===== src/rtl/div_pkg.sv =====
// Shared types and constants for the serial non-restoring divider.
package div_pkg;

    localparam int unsigned DIV_WIDTH = 8;

    // All ones, truncated to the instance width at the point of use.
    localparam logic [63:0] DBZ_QUOTIENT = '1;

    typedef enum logic [2:0] {
        IDLE,
        LOAD_DIVISOR,
        ITERATE,
        CORRECT,
        OUT_Q,
        OUT_R
    } div_state_t;

endpackage


===== src/rtl/div_sign_fix.sv =====
// Conditional two's-complement negate; serves as abs() for operands and sign restore for results.
// Only built when DIV_SIGNED_EN is defined.
`ifdef DIV_SIGNED_EN
module div_sign_fix #(
    parameter int unsigned WIDTH = 8
) (
    input  logic [WIDTH-1:0] a,
    input  logic             neg,
    output logic [WIDTH-1:0] y
);

    assign y = neg ? (~a + WIDTH'(1)) : a;

endmodule
`endif


===== src/rtl/nrdiv_serial.sv =====
// Serial non-restoring divider: dividend/divisor loaded over two cycles, one quotient bit per clock,
// quotient then remainder returned on outbus. Define DIV_SIGNED_EN for signed two's-complement operands.
module nrdiv_serial
    import div_pkg::*;
#(
    parameter int unsigned WIDTH = DIV_WIDTH
) (
    input  logic             clk,
    input  logic             rst_n,
    input  logic             enable,
    input  logic [WIDTH-1:0] inbus,
    output logic             done,
    output logic [WIDTH-1:0] outbus,
    output logic             div_by_zero
);

    localparam int unsigned CW = $clog2(WIDTH + 1);

    div_state_t       state_q, state_d;
    logic [WIDTH-1:0] dvd_raw_q, dvd_raw_d;
    logic [WIDTH-1:0] q_q, q_d;
    logic [WIDTH-1:0] d_q, d_d;
    logic [WIDTH:0]   p_q, p_d;
    logic [CW-1:0]    cnt_q, cnt_d;
    logic [WIDTH-1:0] rem_q, rem_d;
    logic             done_d;
    logic [WIDTH-1:0] outbus_d;
    logic             dbz_d;

    logic [WIDTH:0]   p_sh;
    logic [WIDTH:0]   p_step;
    logic [WIDTH-1:0] rem_mag;
    logic [WIDTH-1:0] dvd_mag, dvs_mag;
    logic [WIDTH-1:0] quot_res, rem_res;

    // Modular WIDTH+1 arithmetic is exact: every step result lies in [-D, D).
    assign p_sh    = {p_q[WIDTH-1:0], q_q[WIDTH-1]};
    assign p_step  = p_q[WIDTH] ? (p_sh + {1'b0, d_q}) : (p_sh - {1'b0, d_q});
    assign rem_mag = p_q[WIDTH] ? (p_q[WIDTH-1:0] + d_q) : p_q[WIDTH-1:0];

`ifdef DIV_SIGNED_EN
    logic dvd_neg_q, dvd_neg_d;
    logic dvs_neg_q, dvs_neg_d;

    div_sign_fix #(.WIDTH(WIDTH)) u_dvd_abs (.a(inbus),   .neg(inbus[WIDTH-1]),       .y(dvd_mag));
    div_sign_fix #(.WIDTH(WIDTH)) u_dvs_abs (.a(inbus),   .neg(inbus[WIDTH-1]),       .y(dvs_mag));
    div_sign_fix #(.WIDTH(WIDTH)) u_q_fix   (.a(q_q),     .neg(dvd_neg_q ^ dvs_neg_q), .y(quot_res));
    div_sign_fix #(.WIDTH(WIDTH)) u_r_fix   (.a(rem_mag), .neg(dvd_neg_q),            .y(rem_res));

    always_ff @(posedge clk or negedge rst_n) begin
        if (!rst_n) begin
            dvd_neg_q <= 1'b0;
            dvs_neg_q <= 1'b0;
        end else begin
            dvd_neg_q <= dvd_neg_d;
            dvs_neg_q <= dvs_neg_d;
        end
    end

    always_comb begin
        dvd_neg_d = dvd_neg_q;
        dvs_neg_d = dvs_neg_q;
        if (state_q == IDLE && enable) dvd_neg_d = inbus[WIDTH-1];
        if (state_q == LOAD_DIVISOR)   dvs_neg_d = inbus[WIDTH-1];
    end
`else
    assign dvd_mag  = inbus;
    assign dvs_mag  = inbus;
    assign quot_res = q_q;
    assign rem_res  = rem_mag;
`endif

    always_ff @(posedge clk or negedge rst_n) begin
        if (!rst_n) begin
            state_q     <= IDLE;
            dvd_raw_q   <= '0;
            q_q         <= '0;
            d_q         <= '0;
            p_q         <= '0;
            cnt_q       <= '0;
            rem_q       <= '0;
            done        <= 1'b0;
            outbus      <= '0;
            div_by_zero <= 1'b0;
        end else begin
            state_q     <= state_d;
            dvd_raw_q   <= dvd_raw_d;
            q_q         <= q_d;
            d_q         <= d_d;
            p_q         <= p_d;
            cnt_q       <= cnt_d;
            rem_q       <= rem_d;
            done        <= done_d;
            outbus      <= outbus_d;
            div_by_zero <= dbz_d;
        end
    end

    always_comb begin
        state_d   = state_q;
        dvd_raw_d = dvd_raw_q;
        q_d       = q_q;
        d_d       = d_q;
        p_d       = p_q;
        cnt_d     = cnt_q;
        rem_d     = rem_q;
        done_d    = 1'b0;
        outbus_d  = '0;
        dbz_d     = 1'b0;

        case (state_q)
            IDLE: begin
                if (enable) begin
                    dvd_raw_d = inbus;
                    q_d       = dvd_mag;
                    state_d   = LOAD_DIVISOR;
                end
            end
            LOAD_DIVISOR: begin
                d_d     = dvs_mag;
                p_d     = '0;
                cnt_d   = '0;
                state_d = ITERATE;
            end
            ITERATE: begin
                p_d   = p_step;
                q_d   = {q_q[WIDTH-2:0], ~p_step[WIDTH]};
                cnt_d = cnt_q + CW'(1);
                if (cnt_q == CW'(WIDTH - 1)) state_d = CORRECT;
            end
            CORRECT: begin
                done_d = 1'b1;
                if (d_q == '0) begin
                    outbus_d = WIDTH'(DBZ_QUOTIENT);
                    rem_d    = dvd_raw_q;
                    dbz_d    = 1'b1;
                end else begin
                    outbus_d = quot_res;
                    rem_d    = rem_res;
                end
                state_d = OUT_Q;
            end
            OUT_Q: begin
                done_d   = 1'b1;
                outbus_d = rem_q;
                dbz_d    = div_by_zero;
                state_d  = OUT_R;
            end
            OUT_R: begin
                state_d = IDLE;
            end
            default: begin
                state_d = IDLE;
            end
        endcase
    end

endmodule


===== config.mk =====
export PLATFORM = sky130hd
export DESIGN_NAME = nrdiv_serial
export DESIGN_NICKNAME = d
export VERILOG_FILES = /design/src/rtl/div_pkg.sv /design/src/rtl/div_sign_fix.sv /design/src/rtl/nrdiv_serial.sv
export SDC_FILE = /design/constraint.sdc
export NUM_CORES = 1
export LEC_CHECK = 0
export ABC_AREA = 1
export CAP_MARGIN = 20
export CORE_ASPECT_RATIO = 0.8
export CORE_MARGIN = 2
export CORE_UTILIZATION = 59
export DETAILED_ROUTE_END_ITERATION = 6
export PLACE_DENSITY = 0.79
export SLEW_MARGIN = 15
export SYNTH_ARGS = -nofsm -noshare
export SYNTH_HDL_FRONTEND = slang
export SYNTH_SLANG_ARGS = --single-unit
export TNS_END_PERCENT = 20

===== constraint.sdc =====
create_clock -name clk -period 2.47 [get_ports clk]
set_input_delay 0.741 -clock clk [delete_from_list [all_inputs] [get_ports clk]]
set_output_delay 0.741 -clock clk [all_outputs]
set_load 0.01 [all_outputs]

==> results of run 1 <==
-- state kept, by name, indices dropped and copies added, names as in the netlist --
signal,flops
d_q,8
outbus,8
state_q,3
done,1
q_q,8
dvd_raw_q,8
p_q,9
div_by_zero,1
cnt_q,4
rem_q,8
-- routing by layer --
metal / routed length (um) / GRT usage / up-vias
met3: 535 / 0.0899 / 17
met5: 0 / 0 / -
met2: 3330 / 0.405 / 82
li1: - / - / 1370
met1: 3390 / 0.373 / 1292
met4: 144 / 0.0842 / 0
-- area by class of cell --
| class | instances | share of cell area |
|---|---|---|
| multi-input cells | 279 | 0.437 |
| flip-flops and latches | 58 | 0.377 |
| repair buffers | 23 | 0.0598 |
| inverters | 53 | 0.0536 |
| clock buffers | 10 | 0.0357 |
| well taps | 78 | 0.0253 |
| clock inverters | 6 | 0.0110 |
-- Yosys cell counts (2+ instances only) --
cell type  instances
o21ai_1            3
nand2_1           93
inv_1             40
ha_1              19
o22ai_1            2
dfrtp_1           58
mux2_2             2
nand3_4            3
xnor2_1            4
fa_1               2
o221ai_1           5
nor3_1             3
inv_2             10
nand3_1           34
nand2_2            3
nand2_4            4
o211ai_1           6
o21ai_0           18
buf_2              4
a21oi_1           24
nor2_1            26
xor2_1             9
a31oi_1            5
-- what timing repair did --
item	in CTS	in global routing
setup endpoints to repair	0	4
setup buffers	0	2
gates resized for setup	0	8
-- report_power, final --
group          internal (mW)  switching, mW
registers               1.37          0.376
clock network          0.390          0.407
logic                   1.20           1.81
total                   2.96           2.59
-- worst min path at each step --
stage | to | slack (ns) | cells after the start
3_5_place_dp | dvd_raw_q[4]$_DFFE_PN0P_ | 0.47 | 2
3_3_place_gp | dvd_raw_q[5]$_DFFE_PN0P_ | 0.47 | 2
6_report | q_q[7]$_DFFE_PN0P_ | 0.40 | 1
4_1_cts | outbus[6]$_DFF_PN0_ | 0.40 | 1
5_1_grt | outbus[7]$_DFF_PN0_ | 0.43 | 1
2_1_floorplan | cnt_q[0]$_DFFE_PN0P_ | 0.45 | 0
-- logic make-up after synthesis --
| logic type | after synthesis | share of synthesized area |
|---|---|---|
| adders and majority gates | 21 | 0.0830 |
| and+or+nand+nor | 173 | 0.247 |
| DFF | 58 | 0.434 |
| AOI/OAI and AO/OA | 70 | 0.126 |
| muxes | 2 | 0.00673 |
| buffers and inverters | 58 | 0.0699 |
| xor gates and xnor gates | 13 | 0.0340 |
-- metrics by stage --
step	hold slack [ns]	cell area (um2)	power, mW	setup slack (ns)
2_1_floorplan	0.445	3350	3.92	0.344
3_3_place_gp	0.466	3630	4.55	0.231
3_5_place_dp	0.467	3630	4.65	0.104
4_1_cts	0.403	3810	5.46	0.0885
5_1_grt	0.431	3850	6.09	0.00377
6_report	0.400	3850	5.56	0.189
-- worst max-delay path, stage by stage (launching register included) --
cell	delay [ns]
dfrtp_1	0.38
inv_1	0.10
ha_2	0.32
inv_1	0.04
o21ai_2	0.13
inv_1	0.08
fa_1	0.43
inv_1	0.07
nand3_1	0.10
nand2_2	0.11
nand2_1	0.05
nand2_1	0.06
nand3_1	0.07
nand3_1	0.11
o21ai_0	0.09
==> impl_metrics.py, run 1 <==
metrics = {
    "clock_tree": {
        "cts_hold_buf": 0,
        "numCtsBuffers": 9,
        "clk_latency_ns": 0.35,
        "cts_tree": "yes",
        "root_buffer": "clkbuf_8",
        "clkTransAtPathRegs_ns": 0.07,
        "cts_buffer_depth": 2,
        "clock-sinks": 58,
        "h-tree-depth": 3,
    },
    "grt": {
        "grt_pass1_vias": 2672,
        "grt_max_degree": 36,
        "grt_usage": 0.270,
        "grt_first_pass_wirelength_um": 12800,
        "grt_overflow": 0,
        "antenna_found_initial": 0,
    },
    "power": {
        "p_per_area_nw_per_um2": 1440,
        "p_leak_nw": 1.92,
        "ir_drop_uv": 846,
    },
    "critical_path": {
        "cp.arrival_ns": 2.51,
        "reg2reg_to": "p_q[8]$_DFFE_PN0P_",
        "endpoint": "p_q[8]$_DFFE_PN0P_",
        "r2r-start": "d_q[1]$_DFFE_PN0P_",
        "endpoint_kind": "register",
        "required_ns": 2.69,
        "crit_fanout": 4,
        "reg2reg_slack_ns": 0.19,
        "cp-startpoint": "d_q[1]$_DFFE_PN0P_",
        "crit_type": "reg -> reg",
        "reg2reg_depth": 14,
        "startpoint_type": "register",
    },
    "synthesis": {
        "ys.flop_type": "dfrtp_1",
        "synth_top_cell_by_area": "dfrtp_1",
        "synth_area_leaders": "dfrtp_1, nand2_1, ha_1, nand3_1, inv_1",
        "synth_nets": 427,
        "synth-seq-cells": 58,
        "synth_seq_area_share": 0.434,
        "synth.lib_cells_used.distinct": 41,
        "syn_avg_cell_area_um2": 8.47,
        "synthArstFlopShare": 1.00,
        "synthCells": 395,
        "yosys.area.top_type_share": 0.434,
        "synthesis.area_um2": 3350,
        "synth_edf_count": 0,
        "yosysWarnings": 0,
    },
    "finish": {
        "finish.utilization": 0.705,
        "area_growth_syn_to_layout_pct": 15.1,
        "multi_input_area_um2": 1690,
        "diodes": 0,
        "drive_gt1_frac": 0.135,
        "instances_no_fill": 507,
        "layout_common_cells": "nand2_1, dfrtp_1, inv_1, nand3_1, nor2_1",
        "n_fill_cell": 438,
        "nets": 456,
        "final_common_cell": "nand2_1",
        "seqCellArea_um2": 1450,
    },
    "sta": {
        "setup_viol": 0,
        "tightestPinTransition_ns": 0.613,
        "drv_slew": 0,
        "rsz0062_at_grt": "false",
        "tns_ns": 0,
        "timing.fmax_mhz": 438,
        "fin_worst_skew_ns": 0.00989,
        "finalHoldViolCount": 0,
        "fin_crit_sh": 0.924,
        "slew_headroom": 0.591,
        "min_period_ns": 2.28,
    },
    "detailed_routing": {
        "ant_nets": 0,
        "wire_per_inst_um": 14.6,
        "drt_pass1_iterations": 4,
        "finalWirelength_um": 7400,
        "remaining_drc_errors": 0,
        "num_vias": 2761,
        "drt_iter0_markers": 193,
        "avgViaCountPerCell": 5.45,
    },
    "die": {
        "fp.dieH_um": 71.4,
        "ios": 21,
        "rows": 24,
        "start_util": 0.612,
        "dieArea_um2": 6290,
        "die_w_um": 88.2,
        "core_area_um2": 5470,
    },
    "place": {
        "dpl.hpwl_um": 5420,
        "io_buffers": 20,
        "placed_cells": 489,
        "place.gp.congestion": 0.919,
    },
    "run_status": {
        "status": "completed",
    },
    "worst_hold_path": {
        "worstHoldPathType": "in -> async",
    },
    "job": {
        "maxCapViolCount": 0,
    },
}
(Power assumes the default switching activity.)
==> inputs of run 2 (changes only) <==
--- a/config.mk
+++ b/config.mk
@@ -8,7 +8,6 @@
 export ABC_AREA = 1
 export CAP_MARGIN = 20
 export CORE_ASPECT_RATIO = 0.8
-export CORE_MARGIN = 2
 export CORE_UTILIZATION = 59
 export DETAILED_ROUTE_END_ITERATION = 6
 export PLACE_DENSITY = 0.79
==> run 2 against run 1 <==
Non-clock buffer count rose by 1. Clock power rose by 22%. First-iteration DRC count rose by 39%. Worst setup slack improved by 0.0071 ns. Critical path depth fell by 3. Register-to-register slack barely moved. Sequential cell count did not move.
==> impl_metrics.py, run 2 (synthesis results as in run 1) <==
metrics = {
    "sta": {
        "fin_crit_sh": 0.921,
        "timing.fmax_mhz": 440,
        "fin_worst_skew_ns": 0.00814,
        "slew_headroom": 0.631,
        "tightestPinTransition_ns": 0.553,
        "drv_slew": 0,
        "setup_viol": 0,
        "finalHoldViolCount": 0,
        "min_period_ns": 2.27,
        "tns_ns": 0,
    },
    "power": {
        "pwr-share-comb": 0.530,
        "intPower_mw": 3.14,
        "p_per_area_nw_per_um2": 1480,
        "p_leak_nw": 1.95,
        "power_frac_seq": 0.302,
        "p_sw_frac": 0.456,
        "clkPwrFrac": 0.168,
        "ir_drop_uv": 808,
        "p_sw_mw": 2.63,
    },
    "job": {
        "maxCapViolCount": 0,
    },
    "grt": {
        "grt_overflow": 0,
        "grt_pass1_vias": 2746,
        "grt_usage": 0.289,
        "grt_first_pass_wirelength_um": 13100,
        "grt_max_degree": 38,
        "antenna_found_initial": 0,
    },
    "clock_tree": {
        "cts_hold_buf": 0,
        "clk_latency_ns": 0.35,
        "clkTransAtPathRegs_ns": 0.07,
        "cts_tree": "yes",
        "numCtsBuffers": 9,
        "h-tree-depth": 3,
        "clock-sinks": 58,
        "cts_buffer_depth": 2,
        "root_buffer": "clkbuf_8",
    },
    "place": {
        "dpl.hpwl_um": 5560,
        "io_buffers": 20,
        "placed_area_um2": 3640,
        "place.gp.congestion": 0.889,
    },
    "die": {
        "dieArea_um2": 5980,
        "start_util": 0.612,
        "ios": 21,
        "core_area_um2": 5470,
        "fp.dieH_um": 69.4,
        "die_w_um": 86.2,
        "rows": 24,
    },
    "run_status": {
        "status": "completed",
    },
    "critical_path": {
        "crit_type": "reg -> reg",
        "crit_fanout": 4,
        "slowest_stage": "dfrtp_1",
        "cp_cell_sequence": "buf_4 -> nor3_4 -> nor2_1 -> xor2_1 -> ha_1 -> a21oi_1 -> nand2_2 -> a21oi_1 -> nand3_1 -> nand3_1 -> o21ai_0",
        "required_ns": 2.69,
        "critPathMaxStageDelay_ns": 0.42,
        "reg2reg_slack_ns": 0.20,
        "startpoint_type": "register",
        "cp.arrival_ns": 2.50,
        "endpoint_kind": "register",
    },
    "detailed_routing": {
        "num_vias": 2777,
        "remaining_drc_errors": 0,
        "wire_per_inst_um": 15.3,
        "drt_iter0_markers": 269,
        "drt_pass1_iterations": 4,
        "ant_nets": 0,
        "finalWirelength_um": 7750,
        "avgViaCountPerCell": 5.47,
    },
    "finish": {
        "largest-register": "p_q",
        "finish.utilization": 0.712,
        "nets": 457,
        "stdcell_area_um2": 3890,
        "largest_reg_flops": 9,
        "area_growth_syn_to_layout_pct": 16.3,
        "layout_common_cells": "nand2_1, dfrtp_1, inv_1, nand3_1, nor2_1",
        "drive_gt1_frac": 0.130,
        "final_common_cell": "nand2_1",
        "diodes": 0,
    },
    "worst_hold_path": {
        "worstHoldPathType": "in -> async",
    },
}
[run 2: cell types whose count changed in the layout (fill, tap and decap cells not counted), sizes merged]
cell / previous run / this run
buf: 4 / 5
clkinv: 5 / 4
clkbuf: 10 / 9
bufinv: 0 / 2
[run 2: stage by stage]
stage | power (mW) | std cells | setup slack (ns) | hold WS (ns)
floorplan | 3.92 | 395 | 0.344 | 0.445
CTS | 5.70 | 506 | 0.117 | 0.387
global placement | 4.57 | 490 | 0.220 | 0.466
global route | 6.29 | 508 | -0.00615 | 0.411
detailed placement | 4.68 | 490 | 0.130 | 0.473
finish | 5.77 | 508 | 0.196 | 0.376
[run 2: area by class of cell]
class | instances | area [um2]
Clock buffer | 9 | 124
Multi-Input combinational cell | 279 | 1680
Clock inverter | 7 | 93.8
Sequential cell | 58 | 1450
Inverter | 53 | 206
Timing Repair Buffer | 24 | 238
Tap cell | 78 | 97.6
Fill cell | 451 | 1580
[run 2: critical path, delay by kind of cell (launching register included)]
kind / cells / cell delay, ns
adders and majority gates: 1 / 0.31
DFF: 1 / 0.42
and+or+nand+nor: 5 / 0.55
xor gates and xnor gates: 1 / 0.22
buffers and inverters: 1 / 0.16
AOI/OAI and AO/OA: 3 / 0.49
[run 2: metal layers]
layer / vias up / global-route usage / share of wire
li1: 1369 / - / -
met1: 1323 / 0.387 / 0.46
met2: 71 / 0.454 / 0.47
met3: 14 / 0.0833 / 0.056
met4: 0 / 0.0907 / 0.015
met5: - / 0 / 0
[run 2: worst paths after layout]
path | depth (start not counted) | start | end
setup / recovery | 11 | d_q[1]$_DFFE_PN0P_ | p_q[8]$_DFFE_PN0P_
hold / removal | 1 | rst_n | q_q[7]$_DFFE_PN0P_
setup reg to reg | 11 | d_q[1]$_DFFE_PN0P_ | p_q[8]$_DFFE_PN0P_
min in group clk | 2 | dvd_raw_q[5]$_DFFE_PN0P_ | dvd_raw_q[5]$_DFFE_PN0P_
hold reg to reg | 2 | dvd_raw_q[5]$_DFFE_PN0P_ | dvd_raw_q[5]$_DFFE_PN0P_
max in group asynchronous | 2 | rst_n | d_q[0]$_DFFE_PN0P_
[run 2: what timing repair did]
action,in CTS,in global routing
buffers inserted,0,2
gates resized for setup,0,6
setup endpoints to repair,0,5
[run 2: power groups by stage]
stage / registers, mW / logic (mW) / clock network, mW
finish: 1.74 / 3.06 / 0.973
global route: 1.79 / 3.48 / 1.03
CTS: 1.72 / 2.99 / 0.983
detailed placement: 1.73 / 2.95 / 0
global placement: 1.72 / 2.85 / 0
floorplan: 1.66 / 2.27 / 0
==> inputs of run 3 (changes only) <==
--- a/config.mk
+++ b/config.mk
@@ -10,6 +10,7 @@
 export CORE_ASPECT_RATIO = 0.8
 export CORE_UTILIZATION = 59
 export DETAILED_ROUTE_END_ITERATION = 6
+export GPL_TIMING_DRIVEN = 0
 export PLACE_DENSITY = 0.79
 export SLEW_MARGIN = 15
 export SYNTH_ARGS = -nofsm -noshare
==> constraint.sdc (replaced) <==
create_clock -name clk -period 2.1 [get_ports clk]
set_input_delay 0.63 -clock clk [delete_from_list [all_inputs] [get_ports clk]]
set_output_delay 0.63 -clock clk [all_outputs]
set_load 0.01 [all_outputs]
==> run 3 against run 2 <==
The flow now finishes with violations (negative setup slack). Sequential cell count did not move. Sequential power rose by 16%. Worst hold slack got worse by 0.031 ns. Critical endpoint unchanged.
==> impl_metrics.py, run 3 (synthesis results as in run 1) <==
metrics = {
    "run_status": {
        "status": "finished with violations",
        "violations": "negative setup slack",
    },
    "finish": {
        "layout_common_cells": "nand2_1, dfrtp_1, inv_1, nand3_1, nor2_1",
        "largest-register": "p_q",
        "drive_gt1_frac": 0.177,
        "nets": 468,
        "finish.utilization": 0.735,
        "largest_reg_flops": 9,
        "diodes": 0,
        "final_common_cell": "nand2_1",
        "area_growth_syn_to_layout_pct": 20.0,
    },
    "power": {
        "p_leak_nw": 2.01,
        "p_per_area_nw_per_um2": 1800,
        "ir_drop_uv": 1170,
    },
    "clock_tree": {
        "root_buffer": "clkbuf_8",
        "cts_hold_buf": 0,
        "cts_tree": "yes",
        "cts_buffer_depth": 2,
        "numCtsBuffers": 9,
        "clk_latency_ns": 0.34,
        "clkTransAtPathRegs_ns": 0.07,
        "clock-sinks": 58,
        "h-tree-depth": 3,
    },
    "grt": {
        "grt_usage": 0.294,
        "grt_first_pass_wirelength_um": 13300,
        "grtUsageMet3": 0.0750,
        "grt_overflow": 0,
        "antenna_found_initial": 0,
        "grt_max_degree": 59,
        "grt_use_met2": 0.449,
        "grtUsageMet1": 0.393,
        "grt_busiest_layer": "met2",
        "grt_pass1_vias": 2831,
    },
    "die": {
        "rows": 24,
        "dieArea_um2": 5980,
        "die_w_um": 86.2,
        "fp.dieH_um": 69.4,
        "core_area_um2": 5470,
        "start_util": 0.612,
        "ios": 21,
    },
    "critical_path": {
        "critPathTopFamily": "simple AND/OR/NAND/NOR gates",
        "critPathMaxStageDelay_ns": 0.41,
        "startpoint_type": "register",
        "crit_buf_inv": 2,
        "required_ns": 2.32,
        "cp.arrival_ns": 2.47,
        "crit_type": "reg -> reg",
        "endpoint_kind": "register",
        "slowest_stage": "dfrtp_1",
        "crit_fanout": 3,
        "crit_top_cell": "nand2_1",
        "cp_cell_sequence": "buf_6 -> nor3_4 -> nand2_1 -> nand2_1 -> xor2_2 -> buf_4 -> ha_1 -> nand2_1 -> nor2_1 -> nand2_1 -> nand2_1 -> nand3_2 -> nand3_2 -> o21ai_0",
    },
    "sta": {
        "timing.fmax_mhz": 445,
        "tns_ns": -0.495,
        "fin_crit_sh": 1.07,
        "finalHoldViolCount": 0,
        "slew_headroom": 0.509,
        "fin_worst_skew_ns": 0.00839,
        "drv_slew": 0,
        "min_period_ns": 2.25,
        "rsz0062_at_grt": "true",
        "fin_ws_ns": -0.147,
        "tightestPinTransition_ns": 0.737,
        "setup_viol": 6,
    },
    "detailed_routing": {
        "finalWirelength_um": 7720,
        "ant_nets": 0,
        "wire_per_inst_um": 14.9,
        "drt_pass1_iterations": 4,
        "num_vias": 2833,
        "drt_iter0_markers": 186,
        "avgViaCountPerCell": 5.46,
        "remaining_drc_errors": 0,
    },
    "worst_hold_path": {
        "worstHoldPathType": "in -> async",
    },
    "place": {
        "place.gp.congestion": 0.927,
        "dpl.hpwl_um": 5620,
        "io_buffers": 20,
    },
    "job": {
        "maxCapViolCount": 0,
    },
}
run 3: changes by cell type in the layout (fill, tap and decap cells not counted), sizes merged:
cell	before	now
clkinv	4	3
clkbuf	9	12
buf	5	16
clkinvlp	2	0
run 3: final timing paths:
kind / startpoint / endpoint / slack [ns] / depth (start not counted)
max: d_q[1]$_DFFE_PN0P_ / p_q[8]$_DFFE_PN0P_ / -0.15 / 14
min: rst_n / q_q[7]$_DFFE_PN0P_ / 0.34 / 1
max reg2reg: d_q[1]$_DFFE_PN0P_ / p_q[8]$_DFFE_PN0P_ / -0.15 / 14
min reg2reg: dvd_raw_q[3]$_DFFE_PN0P_ / dvd_raw_q[3]$_DFFE_PN0P_ / 0.49 / 2
max in group asynchronous: rst_n / d_q[2]$_DFFE_PN0P_ / 1.21 / 1
min in group clk: dvd_raw_q[3]$_DFFE_PN0P_ / dvd_raw_q[3]$_DFFE_PN0P_ / 0.49 / 2
run 3: through the flow:
| stage | power, mW | cell area, um2 | std cells | hold slack, ns | setup slack [ns] |
|---|---|---|---|---|---|
| CTS | 7.04 | 3980 | 516 | 0.365 | -0.0410 |
| global route | 7.84 | 4020 | 519 | 0.416 | -0.276 |
| floorplan | 4.62 | 3350 | 395 | 0.334 | 0.0306 |
| finish | 7.24 | 4020 | 519 | 0.345 | -0.147 |
| detailed placement | 5.54 | 3640 | 493 | 0.475 | -0.301 |
| global placement | 5.36 | 3640 | 493 | 0.466 | -1.42 |
run 3: report_power, final:
part | internal (mW) | switching, mW
clock | 0.733 | 0.447
combinational | 1.68 | 2.36
sequential | 1.61 | 0.409
total | 4.03 | 3.21
run 3: layer usage:
metal  up-vias  part of all wire
met3        25             0.051
li1       1389                 -
met1      1340              0.44
met2        79              0.47
met4         0             0.032
met5         -                 0
run 3: cell type report:
cell class | count | area (um2)
timing repair buffer | 30 | 280
clock buffer | 12 | 155
sequential | 58 | 1450
fill | 419 | 1450
inverter | 53 | 206
buffer | 5 | 27.5
multi-input combinational | 279 | 1720
tap | 78 | 97.6
clock inverter | 4 | 73.8
run 3: timing repair:
item | 4_1_cts | 5_1_grt
hold endpoints to repair | 0 | 0
pin swaps | 11 | 8
setup buffers | 7 | 3
gates cloned | 0 | 0
setup endpoints to repair | 6 | 9
gates resized for setup | 16 | 6
